[src/rtl/mem_wb_if.sv]
// MEM/WB stage bus: MEM-side instruction fields, pipeline control and the
// register file write port with the retire counter.
interface mem_wb_if #(
  parameter int unsigned CNT_W = 32
) ();
  logic             mem_valid_i;
  logic [31:0]      mem_pc_i;
  logic [4:0]       mem_rd_addr_i;
  logic             mem_rd_wren_i;
  logic [1:0]       mem_wb_sel_i;
  logic [31:0]      mem_alu_data_i;
  logic [31:0]      mem_ld_data_i;
  logic [2:0]       mem_funct3_i;
  logic             stall_i;
  logic             flush_i;
  logic [4:0]       rd_addr_o;
  logic [31:0]      rd_data_o;
  logic             rd_wren_o;
  logic             wb_valid_o;
  logic [31:0]      wb_pc_o;
  logic [CNT_W-1:0] insn_retired_o;

  modport master (
    output mem_valid_i, mem_pc_i, mem_rd_addr_i, mem_rd_wren_i, mem_wb_sel_i,
    output mem_alu_data_i, mem_ld_data_i, mem_funct3_i, stall_i, flush_i,
    input  rd_addr_o, rd_data_o, rd_wren_o, wb_valid_o, wb_pc_o, insn_retired_o
  );

  modport slave (
    input  mem_valid_i, mem_pc_i, mem_rd_addr_i, mem_rd_wren_i, mem_wb_sel_i,
    input  mem_alu_data_i, mem_ld_data_i, mem_funct3_i, stall_i, flush_i,
    output rd_addr_o, rd_data_o, rd_wren_o, wb_valid_o, wb_pc_o, insn_retired_o
  );
endinterface

[src/rtl/mem_wb_stage.sv]
// MEM/WB pipeline register: load alignment/extension, writeback source select,
// register file write port and retired-instruction counter.
module mem_wb_stage #(
  parameter int unsigned CNT_W = 32
) (
  input  logic     clk_i,
  input  logic     rst_ni,
  mem_wb_if.slave  bus
);

  localparam logic [1:0] SelAlu  = 2'b00;
  localparam logic [1:0] SelLoad = 2'b01;
  localparam logic [1:0] SelPc4  = 2'b10;

  logic [7:0]       w_byte;
  logic [15:0]      w_half;
  logic [31:0]      w_ld_data;
  logic [31:0]      w_wb_data;
  logic             w_wren;

  logic             r_valid;
  logic             r_wren;
  logic [4:0]       r_addr;
  logic [31:0]      r_data;
  logic [31:0]      r_pc;
  logic [CNT_W-1:0] r_cnt;

  always_comb begin
    w_byte = bus.mem_ld_data_i[7:0];
    case (bus.mem_alu_data_i[1:0])
      2'd0:    w_byte = bus.mem_ld_data_i[7:0];
      2'd1:    w_byte = bus.mem_ld_data_i[15:8];
      2'd2:    w_byte = bus.mem_ld_data_i[23:16];
      default: w_byte = bus.mem_ld_data_i[31:24];
    endcase
    // Halfword offset bit 0 is ignored, so misaligned halves fold down.
    w_half = bus.mem_alu_data_i[1] ? bus.mem_ld_data_i[31:16] : bus.mem_ld_data_i[15:0];
  end

  always_comb begin
    w_ld_data = bus.mem_ld_data_i;
    case (bus.mem_funct3_i)
      3'b000:  w_ld_data = {{24{w_byte[7]}}, w_byte};
      3'b001:  w_ld_data = {{16{w_half[15]}}, w_half};
      3'b100:  w_ld_data = {24'd0, w_byte};
      3'b101:  w_ld_data = {16'd0, w_half};
      default: w_ld_data = bus.mem_ld_data_i;
    endcase
  end

  always_comb begin
    w_wb_data = 32'd0;
    case (bus.mem_wb_sel_i)
      SelAlu:  w_wb_data = bus.mem_alu_data_i;
      SelLoad: w_wb_data = w_ld_data;
      SelPc4:  w_wb_data = bus.mem_pc_i + 32'd4;
      default: w_wb_data = 32'd0;
    endcase
  end

  assign w_wren = bus.mem_valid_i & bus.mem_rd_wren_i & (bus.mem_rd_addr_i != 5'd0);

  always_ff @(posedge clk_i) begin
    if (!rst_ni) begin
      r_valid <= 1'b0;
      r_wren  <= 1'b0;
      r_addr  <= 5'd0;
      r_data  <= 32'd0;
      r_pc    <= 32'd0;
      r_cnt   <= '0;
    end else if (bus.flush_i) begin
      r_valid <= 1'b0;
      r_wren  <= 1'b0;
      r_addr  <= 5'd0;
      r_data  <= 32'd0;
      r_pc    <= 32'd0;
    end else if (!bus.stall_i) begin
      r_valid <= bus.mem_valid_i;
      r_wren  <= w_wren;
      r_addr  <= bus.mem_rd_addr_i;
      r_data  <= w_wb_data;
      r_pc    <= bus.mem_pc_i;
      if (bus.mem_valid_i) begin
        r_cnt <= r_cnt + 1'b1;
      end
    end
  end

  assign bus.rd_addr_o      = r_addr;
  assign bus.rd_data_o      = r_data;
  assign bus.rd_wren_o      = r_wren;
  assign bus.wb_valid_o     = r_valid;
  assign bus.wb_pc_o        = r_pc;
  assign bus.insn_retired_o = r_cnt;

endmodule

[src/flat_wrapper.sv]
// flat-port wrapper written by rule: the top's interface ports become plain ports
module mem_wb_stage_flat 
#(
  parameter int unsigned CNT_W = 32
)
  (clk_i, rst_ni, bus_mem_valid_i, bus_mem_pc_i, bus_mem_rd_addr_i, bus_mem_rd_wren_i, bus_mem_wb_sel_i, bus_mem_alu_data_i, bus_mem_ld_data_i, bus_mem_funct3_i, bus_stall_i, bus_flush_i, bus_rd_addr_o, bus_rd_data_o, bus_rd_wren_o, bus_wb_valid_o, bus_wb_pc_o, bus_insn_retired_o);
  mem_wb_if #(.CNT_W(CNT_W)) bus_i ();
  input  logic clk_i;
  input  logic rst_ni;
  input wire logic [$bits(bus_i.mem_valid_i)-1:0] bus_mem_valid_i;
  input wire logic [$bits(bus_i.mem_pc_i)-1:0] bus_mem_pc_i;
  input wire logic [$bits(bus_i.mem_rd_addr_i)-1:0] bus_mem_rd_addr_i;
  input wire logic [$bits(bus_i.mem_rd_wren_i)-1:0] bus_mem_rd_wren_i;
  input wire logic [$bits(bus_i.mem_wb_sel_i)-1:0] bus_mem_wb_sel_i;
  input wire logic [$bits(bus_i.mem_alu_data_i)-1:0] bus_mem_alu_data_i;
  input wire logic [$bits(bus_i.mem_ld_data_i)-1:0] bus_mem_ld_data_i;
  input wire logic [$bits(bus_i.mem_funct3_i)-1:0] bus_mem_funct3_i;
  input wire logic [$bits(bus_i.stall_i)-1:0] bus_stall_i;
  input wire logic [$bits(bus_i.flush_i)-1:0] bus_flush_i;
  output wire logic [$bits(bus_i.rd_addr_o)-1:0] bus_rd_addr_o;
  output wire logic [$bits(bus_i.rd_data_o)-1:0] bus_rd_data_o;
  output wire logic [$bits(bus_i.rd_wren_o)-1:0] bus_rd_wren_o;
  output wire logic [$bits(bus_i.wb_valid_o)-1:0] bus_wb_valid_o;
  output wire logic [$bits(bus_i.wb_pc_o)-1:0] bus_wb_pc_o;
  output wire logic [$bits(bus_i.insn_retired_o)-1:0] bus_insn_retired_o;
  assign bus_i.mem_valid_i = bus_mem_valid_i;
  assign bus_i.mem_pc_i = bus_mem_pc_i;
  assign bus_i.mem_rd_addr_i = bus_mem_rd_addr_i;
  assign bus_i.mem_rd_wren_i = bus_mem_rd_wren_i;
  assign bus_i.mem_wb_sel_i = bus_mem_wb_sel_i;
  assign bus_i.mem_alu_data_i = bus_mem_alu_data_i;
  assign bus_i.mem_ld_data_i = bus_mem_ld_data_i;
  assign bus_i.mem_funct3_i = bus_mem_funct3_i;
  assign bus_i.stall_i = bus_stall_i;
  assign bus_i.flush_i = bus_flush_i;
  assign bus_rd_addr_o = bus_i.rd_addr_o;
  assign bus_rd_data_o = bus_i.rd_data_o;
  assign bus_rd_wren_o = bus_i.rd_wren_o;
  assign bus_wb_valid_o = bus_i.wb_valid_o;
  assign bus_wb_pc_o = bus_i.wb_pc_o;
  assign bus_insn_retired_o = bus_i.insn_retired_o;
  mem_wb_stage #(.CNT_W(CNT_W)) u_core (.clk_i(clk_i), .rst_ni(rst_ni), .bus(bus_i));
endmodule
[config.mk]
export PLATFORM = sky130hd
export DESIGN_NAME = mem_wb_stage_flat
export DESIGN_NICKNAME = d
export VERILOG_FILES = /design/src/rtl/mem_wb_if.sv /design/src/rtl/mem_wb_stage.sv /design/src/flat_wrapper.sv
export SDC_FILE = /design/constraint.sdc
export NUM_CORES = 1
export LEC_CHECK = 0
export ABC_AREA = 1
export CORE_MARGIN = 1.5
export CORE_UTILIZATION = 48
export CTS_BUF_LIST = sky130_fd_sc_hd__clkbuf_4 sky130_fd_sc_hd__clkbuf_8
export CTS_CLUSTER_SIZE = 30
export DETAILED_ROUTE_END_ITERATION = 8
export HOLD_SLACK_MARGIN = 0.03
export PLACE_DENSITY = 0.84
export SETUP_SLACK_MARGIN = 0.02
export SLEW_MARGIN = 25
export SYNTH_ARGS = -nofsm -noshare
export SYNTH_HDL_FRONTEND = slang
export SYNTH_SLANG_ARGS = --single-unit
export TNS_END_PERCENT = 20
[constraint.sdc]
create_clock -name clk_i -period 1.8 [get_ports clk_i]
set_input_delay 0.18 -clock clk_i [delete_from_list [all_inputs] [get_ports clk_i]]
set_output_delay 0.18 -clock clk_i [all_outputs]
set_load 0.05 [all_outputs]
# After elaboration in Yosys (flattened, before gate mapping)

Cells that the tools add are included.

Bits in registers: 103
Bits in latches: 0
Memory bits (writable): 0
Bits in read-only memories: 0
Input port bits: 112
Output and inout port bits: 103
Logic and storage cells: 30
Memories: 0

Add/subtract/negate cells: 2
$mul: 0
Div/mod/pow operators: 0
Order comparisons: 0
Eq/ne operators: 7
Shifts and indexed selects: 0
Multiplexer cells: 4
Bitwise logic cells: 5
Reductions and logical operators: 6

Operator list:

| cell                    | count |
|---|---|
| $pmux W32 S4            | 1 |
| $pmux W32 S3            | 1 |
| $add A32 B1 Y32 const B | 1 |
| $add A32 B3 Y32 const B | 1 |
| $pmux W8 S3             | 1 |
| $mux W16                | 1 |
| $eq A3 B3 Y1 const B    | 2 |
| $reduce_bool A5 Y1      | 1 |
| $eq A2 B1 Y1 const B    | 2 |
| $eq A2 B2 Y1 const B    | 2 |
| $logic_not A2 Y1        | 2 |
| $eq A3 B1 Y1 const B    | 1 |
| $logic_not A3 Y1        | 1 |
| $not A1 Y1              | 3 |
| $reduce_and A3 Y1       | 1 |
| $and A1 B1 Y1           | 2 |
| $reduce_or A2 Y1        | 1 |

# Longest topological paths before layout

Depth in word-level cells: 4
Depth in mapped cells: 12
Gate-level depth less buffers: 12

# Worst setup path after synthesis

OpenSTA, ideal clock, no wires.

Path type: register to register
From: reg u_core.r_cnt[1] (netlist: u_core.bus.insn_retired_o[1])
To: reg u_core.r_cnt[22] (netlist: u_core.bus.insn_retired_o[22])
Setup time: 0.117 ns
Data arrival time: 1.961 ns
Data required time: 1.683 ns
Setup slack: -0.278 ns
Cell stages (with the launch flop): 11
Path buffers: 0
Period minus slack after synthesis: 2.078 ns
Path through: dfxtp_1 > ha_1 > nand2_1 > nor3_4 > nand2_2 > inv_2 > nand4_1 > nor2_1 > nand3_1 > nand2_1 > nor2_1

Cells in the longest elaborated chain, start to end: 1

Ends and longest elaborated chain:

| what                   | line               | source |
|---|---|---|
| start, declared        | mem_wb_stage.sv:26 | `logic [CNT_W-1:0] r_cnt;` |
| start signal, assigned | mem_wb_stage.sv:84 | `r_cnt <= r_cnt + 1'b1;` |
| $add A32 B1 Y32        | mem_wb_stage.sv:84 |  |

Every way passes these cells.
A chain may end at the register's enable or synchronous reset.

# Worst setup path after layout

From: reg u_core.r_pc[27] (netlist: u_core.bus.wb_pc_o[27])
To: out bus_wb_pc_o[27]

RTL lines:

| what                   | line               | source |
|---|---|---|
| start, declared        | mem_wb_stage.sv:25 | `logic [31:0] r_pc;` |
| start signal, assigned | mem_wb_stage.sv:82 | `r_pc <= bus.mem_pc_i;` |
| end, declared          | flat_wrapper.sv:24 | `output wire logic [$bits(bus_i.wb_pc_o)-1:0] bus_wb_pc_o;` |

No word-level cell between the ends.

==> flow_metrics.env <==
export IMPL_timing_rr_start="u_core.bus.insn_retired_o[1]"
export IMPL_hp_start="bus_mem_rd_addr_i[1]"
export IMPL_synth_area_mm2=0.006290
export IMPL_crit_start="u_core.bus.wb_pc_o[27]"
export IMPL_drv_cap=0
export IMPL_core_area_mm2=0.01272
export IMPL_yosysWarnings=0
export IMPL_setup_slack_ns=0.04909
export IMPL_cts_tree="yes"
export IMPL_rsz0062_at_grt="no"
export IMPL_rrSetupSlack_ns=0.12
export IMPL_dieHeight_um=117.5
export IMPL_worstHoldPathCells=3
export IMPL_min_period_ns=1.751
export IMPL_numCtsBuffers=9
export IMPL_min_to="u_core.bus.rd_addr_o[1]"
export IMPL_synth_cell_types=35
export IMPL_critPathSlowestCell="clkdlybuf4s50_1"
export IMPL_worst_ep_required_time_ns=1.62
export IMPL_seq_area_frac_synth_pct=32.78
export IMPL_clk_pin_slew_ns=0.11
export IMPL_grt_max_degree=72
export IMPL_leakage_uw=0.004743
export IMPL_peakVddDrop_uv=322.4
export IMPL_gp_congestion=1.102
export IMPL_vias=8346
export IMPL_vias_per_cell=5.473
export IMPL_power_total_uw=5465
export IMPL_dp_cells=1506
export IMPL_synth_edf_count=0
export IMPL_dieArea_mm2=0.01380
export IMPL_synthTopCellsByArea="dfxtp_1, nand2_1, nor2_1, nand3_1, a21oi_1"
export IMPL_dp_slack_ns=-0.2449
export IMPL_placed_cell_area_mm2=0.009353
export IMPL_synth_cells=1053
export IMPL_firstDrtPassIters=7
export IMPL_fin_crit_sh_pct=97.27
export IMPL_cp_data_arrival_time_ns=1.57
export IMPL_fmax_ghz=0.5711
export IMPL_synth_top_area_cell="dfxtp_1"
export IMPL_initial_utilization_pct=49.44
export IMPL_drive_above_1_share_pct=13.53
export IMPL_cp_num_buf_inv=1
export IMPL_diodes=0
export IMPL_wire_per_inst_um=17.31
export IMPL_synth_seq_cells=103
export IMPL_avgSynthCellArea_um2=5.973
export IMPL_yosysTopAreaCellShare_pct=32.78
export IMPL_cellPowerDensity_mw_per_mm2=565.0
export IMPL_cpLargestDelayFamily="buffers and inverters"
export IMPL_grt_usage_pct=37.52
export IMPL_hold_viol_final=0
export IMPL_synth_flop_cell="dfxtp_1"
export IMPL_fin_cells=1525
export IMPL_tightest_slew_ns=0.5512
export IMPL_area_delta_synth_final_pct=53.79
export IMPL_cts_sinks=103
export IMPL_fin_area_mm2=0.009673
export IMPL_skew_ns=0.01755
export IMPL_reg2reg_to="u_core.bus.insn_retired_o[22]"
export IMPL_ant_nets=0
export IMPL_ff2ff_path_depth=10
export IMPL_htreeDepth=3
export IMPL_max_slew_margin_pct=63.20
export IMPL_status="finished clean"
export IMPL_crit_path_end_kind="output pin"
export IMPL_num_io_pins=215
export IMPL_slew_viol_final=0
export IMPL_gr_total_overflow=0
export IMPL_grt_pass1_vias=7731
export IMPL_synthArstFlopShare_pct=0
export IMPL_drc=0
export IMPL_antenna_found_initial=0
export IMPL_cp_cell_sequence="clkdlybuf4s50_1"
export IMPL_clkLatencyLatePin_ns=0.40
export IMPL_cts_root_buf="clkbuf_8"
export IMPL_crit_path_max_incr_delay_ns=0.82
export IMPL_grt_pass1_wl_mm=40.78
export IMPL_io_buffers=214
export IMPL_syn_num_nets=1167
export IMPL_rows=41
export IMPL_cts_buffer_depth=2
export IMPL_worst_setup_path_type="reg2out"
export IMPL_cp_max_fo=2
export IMPL_dp_hpwl_mm=21.00
export IMPL_hold_path_class="in2reg"
export IMPL_first_iter_violations=956
export IMPL_fp_dieW_um=117.5
export IMPL_wirelength_mm=26.39
export IMPL_setup_viol=0
export IMPL_nets=1462
export IMPL_critPathLaunchType="register"
-- worst register-to-register path, stage by stage (launching register included) --
cell and delay, ns:
dfxtp_4 0.39, ha_2 0.20, nand2_2 0.08, nor3_4 0.16, nand2_2 0.13, inv_2 0.10, nand4_1 0.16, nor2_2 0.17
nand3_1 0.09, nand2_1 0.06, nor2_1 0.03
-- per-layer routing --
layer	routed length (µm)	vias to the layer above	track usage [%]
met5	0	-	0
met1	10700	3776	49.01
met2	12240	518	61.62
met3	2468	69	7.171
li1	-	3983	-
met4	977	0	14.18
-- cell type report --
cell class              count  area (µm²)
clock buffers               9       123.9
clock inverters             7       92.59
fillers                  1044        3049
inverters                  94       352.8
multi-input cells         812        3739
flip-flops and latches    103        2078
well taps                 172       215.2
repair buffers            328        3072
-- cells by family after synthesis --
group | Yosys count | synth area share [%]
AOI/OAI and AO/OA | 163 | 14.66
xor gates and xnor gates | 12 | 1.671
adders and majority gates | 2 | 0.3978
buffers and inverters | 138 | 8.395
DFF | 103 | 32.78
and+or+nand+nor | 635 | 42.09
-- Yosys cell counts, drive strengths merged (3+ instances only) --
cell type  count
nor3          18
xnor2          3
o21ai         38
buf            9
inv           93
nand3         89
or2           12
clkbuf        35
a21oi         81
xor2           9
nand4         12
a211oi        33
nor3b          4
nor2         161
nand2        336
o31ai          3
dfxtp        103
-- per-stage QoR --
stage | hold slack (ns) | utilization [%] | setup TNS [ns]
2_1_floorplan | 0.3084 | - | -0.01579
3_3_place_gp | 0.4518 | 73.51 | -3.489
3_5_place_dp | 0.4559 | 73.51 | -4.225
4_1_cts | 0.3581 | 74.87 | 0
5_1_grt | 0.3698 | 76.03 | 0
6_report | 0.3698 | 76.03 | 0
-- report_power, final --
group,internal [µW],switching [µW]
registers,2340,38.0
logic,592,820
clock network,787,893
total,3710,1750
-- worst max-delay path by stage --
stage,to,slack (ns),depth (start not counted)
after global placement,u_core.bus.rd_data_o[0],-0.23,10
after global routing,bus_wb_pc_o[14],0.02,1
final,bus_wb_pc_o[27],0.05,1
after CTS,bus_rd_data_o[26],0.03,1
after floorplan,u_core.bus.insn_retired_o[18],-0.02,7
after detailed placement,u_core.bus.rd_data_o[0],-0.24,10
-- cells in the final DEF (no fill, tap or decap), drive strengths merged --
cell	count
nand3	89
dfxtp	103
o21a	2
o31ai	3
or2	12
nor3b	4
o211ai	1
dlygate4sd2	35
xnor2	3
clkdlybuf4s50	136
bufinv	2
a31oi	1
inv	95
nand3b	1
a22oi	2
o22ai	2
o21ai	38
nand4	12
a21oi	81
xor2	9
clkinv	4
ha	2
nand2	336
nor2	161
nor4	2
clkbuf	9
dlymetal6s2s	35
buf	122
a211oi	33
nor3	18
-- repair_timing --
| action | in CTS | in global routing |
|---|---|---|
| hold buffers | 0 | 0 |
| pin swaps | 0 | 4 |
| gates resized for setup | 35 | 45 |
| setup endpoints to repair | 35 | 45 |
| buffers inserted | 0 | 3 |
-- registers in the layout (all words and copies together) (netlist names) --
signal / flops
u_core.bus.wb_pc_o: 32
u_core.bus.rd_addr_o: 5
u_core.bus.insn_retired_o: 32
u_core.bus.wb_valid_o: 1
u_core.bus.rd_wren_o: 1
u_core.bus.rd_data_o: 32
Note: power is estimated with default switching activity, not from simulation.
